$ cat src/rtl/ps2_scancode_rx_if.sv
// PS/2 receiver signal bundle: raw pin inputs toward the receiver and decoded
// key events / status back to the consumer.
interface ps2_scancode_rx_if;
    logic       ps2_clk;
    logic       ps2_data;
    logic       key_valid;
    logic [7:0] key_code;
    logic       key_extended;
    logic       key_release;
    logic       frame_error;
    logic       busy;

    modport slave (
        input  ps2_clk, ps2_data,
        output key_valid, key_code, key_extended, key_release, frame_error, busy
    );

    modport master (
        output ps2_clk, ps2_data,
        input  key_valid, key_code, key_extended, key_release, frame_error, busy
    );
endinterface

$ cat src/rtl/ps2_scancode_rx.sv
// PS/2 keyboard front end: pin conditioning, 11-bit frame receiver with timeout,
// and a Set-2 prefix folder (E0 / F0 / E1 pause) producing single key events.
module ps2_scancode_rx #(
    parameter int unsigned FILTER_LEN     = 8,
    parameter int unsigned TIMEOUT_CYCLES = 200000
) (
    input  logic             clk,
    input  logic             reset,
    ps2_scancode_rx_if.slave bus
);
    localparam int unsigned IDLE_W = $clog2(TIMEOUT_CYCLES + 1);

    typedef enum logic {
        ST_IDLE,
        ST_PAUSE_SKIP
    } state_t;

    logic              r_clk_s1, r_clk_s2, r_dat_s1, r_dat_s2;
    logic              r_filt_clk;
    logic [7:0]        r_filt_cnt;
    logic [3:0]        r_bit_cnt;
    logic [9:0]        r_shift;
    logic [IDLE_W-1:0] r_idle_cnt;

    state_t            r_state, w_state_nxt;
    logic              r_ext, r_rel, w_ext_nxt, w_rel_nxt;
    logic [2:0]        r_skip, w_skip_nxt;
    logic              r_key_valid, w_key_valid_nxt;
    logic [7:0]        r_key_code, w_key_code_nxt;
    logic              r_key_ext, w_key_ext_nxt;
    logic              r_key_rel, w_key_rel_nxt;
    logic              r_frame_err, w_frame_err_nxt;

    logic              w_differs, w_flip, w_fall, w_last_bit, w_frame_ok;
    logic              w_byte_valid, w_timeout, w_frame_err;
    logic [7:0]        w_byte;

    // Idle-high pins: synchronizers reset to 1 so reset release never fakes an edge.
    always_ff @(posedge clk or posedge reset) begin
        if (reset) begin
            r_clk_s1   <= 1'b1;
            r_clk_s2   <= 1'b1;
            r_dat_s1   <= 1'b1;
            r_dat_s2   <= 1'b1;
            r_filt_clk <= 1'b1;
            r_filt_cnt <= '0;
        end else begin
            r_clk_s1 <= bus.ps2_clk;
            r_clk_s2 <= r_clk_s1;
            r_dat_s1 <= bus.ps2_data;
            r_dat_s2 <= r_dat_s1;
            if (!w_differs) begin
                r_filt_cnt <= '0;
            end else if (w_flip) begin
                r_filt_clk <= r_clk_s2;
                r_filt_cnt <= '0;
            end else begin
                r_filt_cnt <= r_filt_cnt + 8'd1;
            end
        end
    end

    assign w_differs = (r_clk_s2 != r_filt_clk);
    assign w_flip    = w_differs && (r_filt_cnt == 8'(FILTER_LEN - 1));
    assign w_fall    = w_flip && r_filt_clk;

    // r_shift holds start, data[7:0], parity; the stop bit is checked live.
    assign w_last_bit   = w_fall && (r_bit_cnt == 4'd10);
    assign w_frame_ok   = !r_shift[0] && r_dat_s2 && (^r_shift[9:1]);
    assign w_byte       = r_shift[8:1];
    assign w_byte_valid = w_last_bit && w_frame_ok;
    assign w_timeout    = (r_bit_cnt != 4'd0) && !w_fall &&
                          (r_idle_cnt == IDLE_W'(TIMEOUT_CYCLES - 1));
    assign w_frame_err  = (w_last_bit && !w_frame_ok) || w_timeout;

    always_ff @(posedge clk or posedge reset) begin
        if (reset) begin
            r_bit_cnt  <= '0;
            r_shift    <= '0;
            r_idle_cnt <= '0;
        end else if (w_fall) begin
            r_idle_cnt <= '0;
            if (w_last_bit) begin
                r_bit_cnt <= '0;
            end else begin
                r_shift[r_bit_cnt] <= r_dat_s2;
                r_bit_cnt          <= r_bit_cnt + 4'd1;
            end
        end else if (w_timeout || (r_bit_cnt == 4'd0)) begin
            r_bit_cnt  <= '0;
            r_idle_cnt <= '0;
        end else begin
            r_idle_cnt <= r_idle_cnt + IDLE_W'(1);
        end
    end

    always_ff @(posedge clk or posedge reset) begin
        if (reset) begin
            r_state     <= ST_IDLE;
            r_ext       <= 1'b0;
            r_rel       <= 1'b0;
            r_skip      <= '0;
            r_key_valid <= 1'b0;
            r_key_code  <= '0;
            r_key_ext   <= 1'b0;
            r_key_rel   <= 1'b0;
            r_frame_err <= 1'b0;
        end else begin
            r_state     <= w_state_nxt;
            r_ext       <= w_ext_nxt;
            r_rel       <= w_rel_nxt;
            r_skip      <= w_skip_nxt;
            r_key_valid <= w_key_valid_nxt;
            r_key_code  <= w_key_code_nxt;
            r_key_ext   <= w_key_ext_nxt;
            r_key_rel   <= w_key_rel_nxt;
            r_frame_err <= w_frame_err_nxt;
        end
    end

    always_comb begin
        w_state_nxt     = r_state;
        w_ext_nxt       = r_ext;
        w_rel_nxt       = r_rel;
        w_skip_nxt      = r_skip;
        w_key_valid_nxt = 1'b0;
        w_key_code_nxt  = r_key_code;
        w_key_ext_nxt   = r_key_ext;
        w_key_rel_nxt   = r_key_rel;
        w_frame_err_nxt = 1'b0;
        if (w_frame_err) begin
            w_frame_err_nxt = 1'b1;
            w_state_nxt     = ST_IDLE;
            w_ext_nxt       = 1'b0;
            w_rel_nxt       = 1'b0;
            w_skip_nxt      = '0;
        end else if (w_byte_valid) begin
            case (r_state)
                ST_IDLE: begin
                    if (w_byte == 8'hE0) begin
                        w_ext_nxt = 1'b1;
                    end else if (w_byte == 8'hF0) begin
                        w_rel_nxt = 1'b1;
                    end else if (w_byte == 8'hE1) begin
                        w_state_nxt = ST_PAUSE_SKIP;
                        w_skip_nxt  = 3'd7;
                    end else begin
                        w_key_valid_nxt = 1'b1;
                        w_key_code_nxt  = w_byte;
                        w_key_ext_nxt   = r_ext;
                        w_key_rel_nxt   = r_rel;
                        w_ext_nxt       = 1'b0;
                        w_rel_nxt       = 1'b0;
                    end
                end
                ST_PAUSE_SKIP: begin
                    w_skip_nxt = r_skip - 3'd1;
                    if (r_skip == 3'd1) begin
                        w_key_valid_nxt = 1'b1;
                        w_key_code_nxt  = 8'hE1;
                        w_key_ext_nxt   = 1'b0;
                        w_key_rel_nxt   = 1'b0;
                        w_state_nxt     = ST_IDLE;
                        w_ext_nxt       = 1'b0;
                        w_rel_nxt       = 1'b0;
                    end
                end
                default: w_state_nxt = ST_IDLE;
            endcase
        end
    end

    assign bus.key_valid    = r_key_valid;
    assign bus.key_code     = r_key_code;
    assign bus.key_extended = r_key_ext;
    assign bus.key_release  = r_key_rel;
    assign bus.frame_error  = r_frame_err;
    assign bus.busy         = (r_bit_cnt != 4'd0);
endmodule

$ cat src/flat_wrapper.sv
// flat-port wrapper written by rule: the top's interface ports become plain ports
module ps2_scancode_rx_flat 
#(
    parameter int unsigned FILTER_LEN     = 8,
    parameter int unsigned TIMEOUT_CYCLES = 200000
)
  (clk, reset, bus_ps2_clk, bus_ps2_data, bus_key_valid, bus_key_code, bus_key_extended, bus_key_release, bus_frame_error, bus_busy);
  ps2_scancode_rx_if bus_i ();
  input  logic clk;
  input  logic reset;
  input wire logic [$bits(bus_i.ps2_clk)-1:0] bus_ps2_clk;
  input wire logic [$bits(bus_i.ps2_data)-1:0] bus_ps2_data;
  output wire logic [$bits(bus_i.key_valid)-1:0] bus_key_valid;
  output wire logic [$bits(bus_i.key_code)-1:0] bus_key_code;
  output wire logic [$bits(bus_i.key_extended)-1:0] bus_key_extended;
  output wire logic [$bits(bus_i.key_release)-1:0] bus_key_release;
  output wire logic [$bits(bus_i.frame_error)-1:0] bus_frame_error;
  output wire logic [$bits(bus_i.busy)-1:0] bus_busy;
  assign bus_i.ps2_clk = bus_ps2_clk;
  assign bus_i.ps2_data = bus_ps2_data;
  assign bus_key_valid = bus_i.key_valid;
  assign bus_key_code = bus_i.key_code;
  assign bus_key_extended = bus_i.key_extended;
  assign bus_key_release = bus_i.key_release;
  assign bus_frame_error = bus_i.frame_error;
  assign bus_busy = bus_i.busy;
  ps2_scancode_rx #(.FILTER_LEN(FILTER_LEN), .TIMEOUT_CYCLES(TIMEOUT_CYCLES)) u_core (.clk(clk), .reset(reset), .bus(bus_i));
endmodule
$ cat config.mk
export PLATFORM = sky130hd
export DESIGN_NAME = ps2_scancode_rx_flat
export DESIGN_NICKNAME = d
export VERILOG_FILES = /design/src/rtl/ps2_scancode_rx_if.sv /design/src/rtl/ps2_scancode_rx.sv /design/src/flat_wrapper.sv
export SDC_FILE = /design/constraint.sdc
export NUM_CORES = 1
export LEC_CHECK = 0
export ABC_CLOCK_PERIOD_IN_PS = 2400
export BUFFER_PORTS_ARGS = -buffer_cell sky130_fd_sc_hd__buf_2
export CAP_MARGIN = 20
export CORE_ASPECT_RATIO = 0.8
export CORE_MARGIN = 4
export CORE_UTILIZATION = 48
export DETAILED_ROUTE_END_ITERATION = 12
export PLACE_DENSITY = 0.65
export SLEW_MARGIN = 40
export SYNTH_ARGS = -nofsm -noshare
export SYNTH_HDL_FRONTEND = slang
export SYNTH_SLANG_ARGS = --single-unit
$ cat constraint.sdc
create_clock -name clk -period 2.4 [get_ports clk]
set_input_delay 0.12 -clock clk [delete_from_list [all_inputs] [get_ports clk]]
set_output_delay 0.12 -clock clk [all_outputs]
set_load 0.05 [all_outputs]
Word level (Yosys, flattened, before mapping)
Cells that the tools add are included.
Storage, ports and cells
  bits in registers: 63
  input port bits: 4
Operators by class
  add/sub/neg operators: 4
  magnitude comparators: 2
  equality and inequality tests: 19
  mux-type cells: 56
  bitwise gates (word level): 3
  reduce and logical (&&, ||, !) cells: 26
Operators by type and width (number)
  2-to-1 mux 8 bit: 6
  2-to-1 mux 18 bit: 2
  2-to-1 mux 1 bit: 30
  == test 8 bit, second input constant: 3
  adder 18 x 1 -> 18 bit, second input constant: 1
  == test 18 bit, second input constant: 1
  case mux 8 bit (2 select lines): 1
  2-to-1 mux 3 bit: 5
  2-to-1 mux 4 bit: 3
  != test 4 x 2 -> 1 bit, second input constant: 3
  case mux 1 bit (2 select lines): 6
  AND reduction 4 bit: 3
  bitwise mux 10 bit: 1
  logical AND 1 bit: 10
  XOR reduction 9 bit: 1
  adder 8 x 1 -> 8 bit, second input constant: 1
  == test 8 x 3 -> 1 bit, second input constant: 1
  != test 2 bit, second input constant: 4
  != test 3 x 2 -> 1 bit, second input constant: 2
  case mux 3 bit (2 select lines): 1
  AND reduction 6 bit: 1
  less-than comparator 4 x 5 -> 1 bit, second input constant: 1
  adder 4 x 1 -> 4 bit, second input constant: 1
  demux 1 bit (select 4 bit): 1
  14 further kinds: 21

Depth between registers and ports, before layout
Gate-level depths: netlist (run 1).
  depth after elaboration: 9
  mapped depth: 9

Least setup slack after synthesis (run 1)
No wires, ideal clock.
  path type: flip-flop to flip-flop
  start: register u_core.r_shift[1]
  end: register u_core.r_key_code[1] (netlist: u_core.bus.key_code[1])
  setup time: 125 ps
  data arrival time: 2066 ps
  required time: 2275 ps
  setup slack: 209 ps
  cell stages (with the launch flop): 10
  path buffers: 2
  clock period less this slack: 2191 ps
  cell sequence: dfrtp_1 inv_1 ha_1 xnor3_1 xnor2_1 and3b_1 buf_6 nand3b_4 buf_6 mux2_4
Between the ends
  word-level cells in the longest chain between the ends: 7
  elaborated cells on any way between the ends: 14
  classes of those cells: 6 x eq/ne; 1 x bitwise; 7 x reduce/logical
RTL lines
  from (decl): RTL line ps2_scancode_rx.sv:22  | logic [9:0] r_shift;
  from (signal, indexed assignment): RTL line ps2_scancode_rx.sv:86  | r_shift[r_bit_cnt] <= r_dat_s2;
  XOR reduction 9 bit: RTL line ps2_scancode_rx.sv:69  | assign w_frame_ok = !r_shift[0] && r_dat_s2 && (^r_shift[9:1]);
  logical AND 1 bit: RTL line ps2_scancode_rx.sv:69
  zero test 1 bit: RTL line ps2_scancode_rx.sv:74  | assign w_frame_err = (w_last_bit && !w_frame_ok) || w_timeout;
  logical AND 1 bit: RTL line ps2_scancode_rx.sv:74
  logical OR 1 bit: RTL line ps2_scancode_rx.sv:74
  NOT 1 bit (no source line)
  AND reduction 6 bit (no source line) (*)
  to (signal assigned): RTL line ps2_scancode_rx.sv:114  | r_key_code <= w_key_code_nxt;
  to (decl): RTL line ps2_scancode_rx.sv:29  | logic [7:0] r_key_code, w_key_code_nxt;
Mark *: on every way between the ends. The rest lies on a longest branch, timed or not.
A chain may end at the register's enable or synchronous reset.

Worst setup path in the final report (run 1)
  start: register u_core.r_shift[1]
  end: register u_core.r_skip[1]
Between the ends
  word-level cells in the longest chain between the ends: 7
  elaborated cells on any way between the ends: 15
  classes of those cells: 6 x eq/ne; 1 x mux; 8 x reduce/logical
RTL lines
  XOR reduction 9 bit: RTL line ps2_scancode_rx.sv:69
  logical AND 1 bit: RTL line ps2_scancode_rx.sv:69
  zero test 1 bit: RTL line ps2_scancode_rx.sv:74
  logical AND 1 bit: RTL line ps2_scancode_rx.sv:74
  logical OR 1 bit: RTL line ps2_scancode_rx.sv:74
  != test 3 x 2 -> 1 bit (no source line), or another cell as far along
  AND reduction 4 bit (no source line)
  to (signal assigned): RTL line ps2_scancode_rx.sv:112  | r_skip <= w_skip_nxt;
  to (decl): RTL line ps2_scancode_rx.sv:27  | logic [2:0] r_skip, w_skip_nxt;
Several ways; a longest one is shown, not always the timed one.

==> results of run 1 <==
## cells in the final DEF (no fill, tap or decap), types with 2 or more instances in the layout
cell type and n:
nor2b_1 4, dlygate4sd3_1 3, nor3_1 10, dfrtp_1 58, nand2_1 22, a22o_1 2, a21oi_1 9, buf_2 16
xor2_1 11, inv_1 19, a21o_1 3, ha_1 14, nand4_1 7, dfstp_2 5, and4_1 2, nor2_1 36
mux2_4 6, or3_1 2, clkbuf_8 10, and3_1 5, nor4bb_1 4, nor4_1 3, o21ai_0 4, nor3b_1 4
mux2i_1 5, mux2_2 11, nand3_1 15, bufinv_16 2, xnor2_1 12, nand2b_1 2, buf_4 8
## power breakdown
group | total, mW | switching, mW | leakage (nW) | internal [mW]
clock network | 1.02 | 0.404 | 0.110 | 0.613
logic | 0.104 | 0.0635 | 0.780 | 0.0407
registers | 1.13 | 0.0248 | 0.861 | 1.10
## cell type report
| class | count | area [um2] |
|---|---|---|
| Clock buffer | 11 | 141 |
| Sequential cell | 63 | 1580 |
| Timing Repair Buffer | 27 | 170 |
| Fill cell | 551 | 2780 |
| Tap cell | 84 | 105 |
| Multi-Input combinational cell | 214 | 1540 |
| Inverter | 20 | 75.1 |
| Clock inverter | 5 | 81.3 |
## kinds of logic (layout without fill, tap and decap cells)
family	after synthesis	in the layout	synth area share, %
AO/OA/AOI/OAI	27	27	5.46
XOR/XNOR	25	25	7.20
adder cells (fa/ha/maj)	14	14	5.42
buffers and inverters	27	63	3.68
flip-flops	63	63	49.0
multiplexers	22	22	8.17
AND/OR/NAND/NOR	126	126	21.1
## metal layers
| metal | global-route usage, % | vias up | share of wire, % |
|---|---|---|---|
| met2 | 23.0 | 41 | 42 |
| met5 | 0 | - | 0 |
| li1 | - | 1111 | - |
| met1 | 24.5 | 1074 | 53 |
| met4 | 6.14 | 0 | 1.1 |
| met3 | 4.46 | 5 | 4.2 |
## state kept, by name, summed over array words and instances, names as in the netlist, 3 cells and up
signal,count
u_core.r_idle_cnt,18
u_core.r_shift,10
u_core.bus.key_code,8
u_core.r_filt_cnt,8
u_core.r_bit_cnt,4
u_core.r_skip,3
## stage by stage
stage | worst slack (ps) | hold WS, ps | area, um2 | cells | power (mW)
floorplan | 209 | 124 | 3230 | 304 | 1.22
global placement | 184 | 185 | 3430 | 405 | 1.25
detailed placement | 87.6 | 194 | 3430 | 405 | 1.25
CTS | 82.2 | 358 | 3680 | 424 | 2.28
global route | 20.8 | 363 | 3690 | 424 | 2.35
finish | 140 | 357 | 3690 | 424 | 2.25
## critical path, delay by kind of cell (launching register included)
| family | cells | cell delay [ps] |
|---|---|---|
| adder cells (fa/ha/maj) | 1 | 270 |
| flip-flops | 1 | 400 |
| buffers and inverters | 2 | 220 |
| AND/OR/NAND/NOR | 1 | 250 |
| XOR/XNOR | 2 | 600 |
| AO/OA/AOI/OAI | 2 | 390 |
## what timing repair did
item / in CTS / in global routing
setup endpoints to repair: 0 / 8
setup buffers: 0 / 0
hold buffers: 3 / 0
resized for setup: 0 / 2
endpoints found under the hold margin: 20 / 0
## path summary, 6_finish.rpt
| kind | startpoint | end | slack (ps) |
|---|---|---|---|
| max in group asynchronous | reset | u_core.bus.key_code[5] | 1360 |
| min in group clk | u_core.r_clk_s1 | u_core.r_clk_s2 | 360 |
| setup reg to reg | u_core.r_shift[1] | u_core.r_skip[1] | 140 |
| setup / recovery | u_core.r_shift[1] | u_core.r_skip[1] | 140 |
| hold / removal | reset | u_core.r_filt_cnt[0] | 360 |
| hold reg to reg | u_core.r_clk_s1 | u_core.r_clk_s2 | 360 |
==> flow_metrics.env, run 1 <==
export IMPL_first_iter_violations=85
export IMPL_synth_edf_count=0
export IMPL_core_area_um2=6470
export IMPL_totalWireLength_mm=5.88
export IMPL_ys_seq_elements=63
export IMPL_initial_core_util_pct=49.9
export IMPL_cts_tree="built"
export IMPL_antenna_left=0
export IMPL_synth_area_leaders="dfrtp_1 45%, ha_1 5.4%, nor2_1 4.2%"
export IMPL_worstMarginPinSlew_ps=541
export IMPL_syn2layout_area_growth_pct=14.3
export IMPL_via_count=2231
export IMPL_yosysSeqAreaShare_pct=49.0
export IMPL_r2r_cells=8
export IMPL_hold_viol_final=0
export IMPL_numPortBuffers=16
export IMPL_rsz0062_at_grt="no"
export IMPL_worst_ir_drop_vdd_mv=0.348
export IMPL_cts_buffers=9
export IMPL_first_global_vias=2145
export IMPL_clock_fmax_mhz=442
export IMPL_die_w_um=99.7
export IMPL_powerDensity_nw_per_um2=608
export IMPL_layout_drive_gt1_share_pct=20.9
export IMPL_yosysTopAreaCell="dfrtp_1"
export IMPL_routabilityCongestion=0.818
export IMPL_path_clk_slew_ps=70
export IMPL_grt_usage_pct=16.5
export IMPL_cts_max_path_buffers=2
export IMPL_slowest_stage="xnor3_1"
export IMPL_grt_max_degree=26
export IMPL_syn_inst=304
export IMPL_cp_end_kind="flip-flop"
export IMPL_fin_crit_ps=2260
export IMPL_worst_setup_path_start_kind="flip-flop"
export IMPL_netlist_cell_type_count=48
export IMPL_antenna_found_initial=0
export IMPL_worst_path_largest_cell_delay_ps=410
export IMPL_viasPerCell=5.26
export IMPL_yosys_warnings=0
export IMPL_drv_cap=0
export IMPL_critical_path_class="flip-flop to flip-flop"
export IMPL_rows=26
export IMPL_finalSetupViolCount=0
export IMPL_synth_commonest_cells="58 x dfrtp_1, 36 x nor2_1, 22 x nand2_1"
export IMPL_syn_cell_area_um2=3230
export IMPL_status="finished, final reports clean"
export IMPL_cp_arrival_ps=2470
export IMPL_fin_nets=353
export IMPL_n_antenna_cell=0
export IMPL_min_path_type="input port to async pin"
export IMPL_cts_sinks=63
export IMPL_fin_tns_setup_ps=0
export IMPL_yosysMostFrequentCell="dfrtp_1"
export IMPL_async_flop_share_pct=100
export IMPL_clk_latency_ps=340
export IMPL_ys_flop_type="dfrtp_1"
export IMPL_synth_area_per_cell_um2=10.6
export IMPL_firstDrtPassIters=4
export IMPL_cts_root_buf="clkbuf_8"
export IMPL_die_area_um2=8120
export IMPL_cp_required_ps=2610
export IMPL_io_pins=17
export IMPL_die_y_um=81.4
export IMPL_period_share_pct=94.2
export IMPL_dpl_hpwl_mm=4.27
export IMPL_slew_headroom_pct=63.8
export IMPL_wl_per_cell_um=13.9
export IMPL_htree_levels=3
export IMPL_grt_pass1_wl_mm=10.5
export IMPL_synthesis_nets=322
export IMPL_cp_max_fo=8
export IMPL_leakagePower_nw=1.75
export IMPL_route_detailed_drc=0
export IMPL_grt_ovfl_total=0
export IMPL_path_cells="inv_1 > ha_1 > xnor3_1 > xnor2_2 > and3b_2 > buf_4 > a21oi_1 > a2111oi_1"
export IMPL_fin_skew_ps=6.66
export IMPL_drv_slew=0
export IMPL_final_core_util_pct=57.1
export IMPL_synth_top_area_share_pct=44.9
Note: power is estimated with default switching activity, not from simulation.
==> inputs of run 2 (changes only) <==
--- a/config.mk
+++ b/config.mk
@@ -13,6 +13,7 @@
 export CORE_UTILIZATION = 48
 export DETAILED_ROUTE_END_ITERATION = 12
 export PLACE_DENSITY = 0.65
+export RECOVER_POWER = 25
 export SLEW_MARGIN = 40
 export SYNTH_ARGS = -nofsm -noshare
 export SYNTH_HDL_FRONTEND = slang
==> run 2 against run 1 <==
Core utilization decreased by 0.14 points; via count down 0.31%; count of clock-buffer cells in the layout is the same; register-to-register slack about the same; clock power about the same; flip-flop and latch count is the same; largest power group unchanged.
==> flow_metrics.env, run 2 (synthesized netlist as in run 1, its figures left out) <==
export IMPL_status="finished, final reports clean"
export IMPL_layout_commonest_cell="dfrtp_1"
export IMPL_cp_required_ps=2610
export IMPL_die_area_um2=8120
export IMPL_leakagePower_nw=1.72
export IMPL_min_path_type="flip-flop to flip-flop"
export IMPL_dpl_hpwl_mm=4.27
export IMPL_cp_end_kind="flip-flop"
export IMPL_grt_usage_pct=16.5
export IMPL_drv_slew=0
export IMPL_slowest_stage="xnor3_1"
export IMPL_fin_skew_ps=6.69
export IMPL_die_y_um=81.4
export IMPL_worst_ir_drop_vdd_mv=0.348
export IMPL_p_sw_mw=0.491
export IMPL_layout_drive_gt1_share_pct=18.5
export IMPL_numPortBuffers=16
export IMPL_worstMarginPinSlew_ps=917
export IMPL_fin_area_um2=3680
export IMPL_reg_largest_list="u_core.r_idle_cnt (18), u_core.r_shift (10)"
export IMPL_route_detailed_drc=0
export IMPL_postCtsSetupRepairBufs=0
export IMPL_top_layer="met4"
export IMPL_core_area_um2=6470
export IMPL_cts_max_path_buffers=2
export IMPL_p_seq_share_pct=50.1
export IMPL_layout_common_cells="58 x dfrtp_1, 36 x nor2_1, 22 x nand2_1, 20 x inv_1, 15 x nand3_1"
export IMPL_hold_viol_final=0
export IMPL_path_clk_slew_ps=70
export IMPL_fin_crit_ps=2260
export IMPL_path_cells="inv_1 > ha_1 > xnor3_1 > xnor2_2 > and3b_2 > buf_4 > a21oi_1 > a2111oi_1"
export IMPL_viasPerCell=5.25
export IMPL_nFillCells=547
export IMPL_met2_length_mm=2.44
export IMPL_power_share_clock_pct=45.3
export IMPL_rsz0062_at_grt="no"
export IMPL_worst_path_largest_cell_delay_ps=410
export IMPL_p_total_mw=2.25
export IMPL_n_antenna_cell=0
export IMPL_syn2layout_area_growth_pct=14.1
export IMPL_cp_max_fo=8
export IMPL_comb_power_share_pct=4.6
export IMPL_cp_top_family="XOR/XNOR gates"
export IMPL_die_w_um=99.7
export IMPL_totalWireLength_mm=5.89
export IMPL_clock_fmax_mhz=442
export IMPL_drv_cap=0
export IMPL_io_pins=17
export IMPL_fin_ws_ps=139
export IMPL_postPlaceCellArea_um2=3430
export IMPL_routabilityCongestion=0.818
export IMPL_cts_root_buf="clkbuf_8"
export IMPL_via_count=2224
export IMPL_antenna_left=0
export IMPL_wl_met1_mm=3.13
export IMPL_grt_ovfl_total=0
export IMPL_largest_register_ffs=18
export IMPL_first_global_vias=2145
export IMPL_cts_tree="built"
export IMPL_period_share_pct=94.2
export IMPL_wl_per_cell_um=13.9
export IMPL_critical_path_class="flip-flop to flip-flop"
export IMPL_firstDrtPassIters=4
export IMPL_grt_max_degree=26
export IMPL_dr_wl_met3_um=252
export IMPL_first_iter_violations=88
export IMPL_cp_arrival_ps=2480
export IMPL_rows=26
export IMPL_path_buf_inv=2
export IMPL_intPower_mw=1.75
export IMPL_powerDensity_nw_per_um2=609
export IMPL_slew_headroom_pct=38.8
export IMPL_antenna_found_initial=0
export IMPL_grt_pass1_wl_mm=10.5
export IMPL_worst_setup_path_start_kind="flip-flop"
export IMPL_htree_levels=3
export IMPL_largest_register="u_core.r_idle_cnt"
export IMPL_fin_tns_setup_ps=0
export IMPL_post_place_ws_ps=87.6
export IMPL_finalSetupViolCount=0
export IMPL_cts_sinks=63
export IMPL_initial_core_util_pct=49.9
export IMPL_fin_nets=353
export IMPL_p_sw_share_pct=21.9
export IMPL_cts_buffers=9
export IMPL_clk_latency_ps=340
run 2: path summary, 6_finish.rpt:
check | start | endpoint | slack (ps) | cells after the start
max | u_core.r_shift[1] | u_core.r_skip[1] | 140 | 8
min | u_core.r_clk_s1 | u_core.r_clk_s2 | 360 | 0
max reg2reg | u_core.r_shift[1] | u_core.r_skip[1] | 140 | 8
min reg2reg | u_core.r_clk_s1 | u_core.r_clk_s2 | 360 | 0
max in group asynchronous | reset | u_core.bus.key_code[5] | 1040 | 4
min in group asynchronous | reset | u_core.r_filt_cnt[0] | 520 | 3
run 2: timing repair:
item                       in CTS  in global routing
hold buffers                    3                  0
resized for setup               0                  2
hold endpoints to repair       20                  0
setup endpoints to repair       0                  8
run 2: routing by layer:
metal / global-route usage, % / up-vias
met5: 0 / -
met3: 4.46 / 5
met2: 23.0 / 44
met4: 6.14 / 0
li1: - / 1110
met1: 24.5 / 1065
run 2: area by class of cell:
class / instances / area, um2 / area share (%)
inverter: 20 / 75.1 / 2.04
tap: 84 / 105 / 2.85
sequential: 63 / 1580 / 43.0
timing repair buffer: 27 / 161 / 4.38
clock inverter: 5 / 81.3 / 2.21
multi-input combinational: 214 / 1540 / 41.7
clock buffer: 11 / 141 / 3.84
run 2: stage by stage:
step                      util (%)  hold WS [ps]  instances
after detailed placement      53.0           194        405
after floorplan                  -           124        304
after CTS                     56.9           358        424
final                         56.9           357        424
after global routing          56.9           363        424
after global placement        53.0           185        405
run 2: power by group through the flow:
stage | Combinational [mW] | Clock, mW | Sequential, mW
after floorplan | 0.0798 | 0 | 1.14
after global placement | 0.102 | 0 | 1.14
after detailed placement | 0.104 | 0 | 1.15
after CTS | 0.108 | 1.04 | 1.12
after global routing | 0.126 | 1.10 | 1.13
final | 0.104 | 1.02 | 1.13
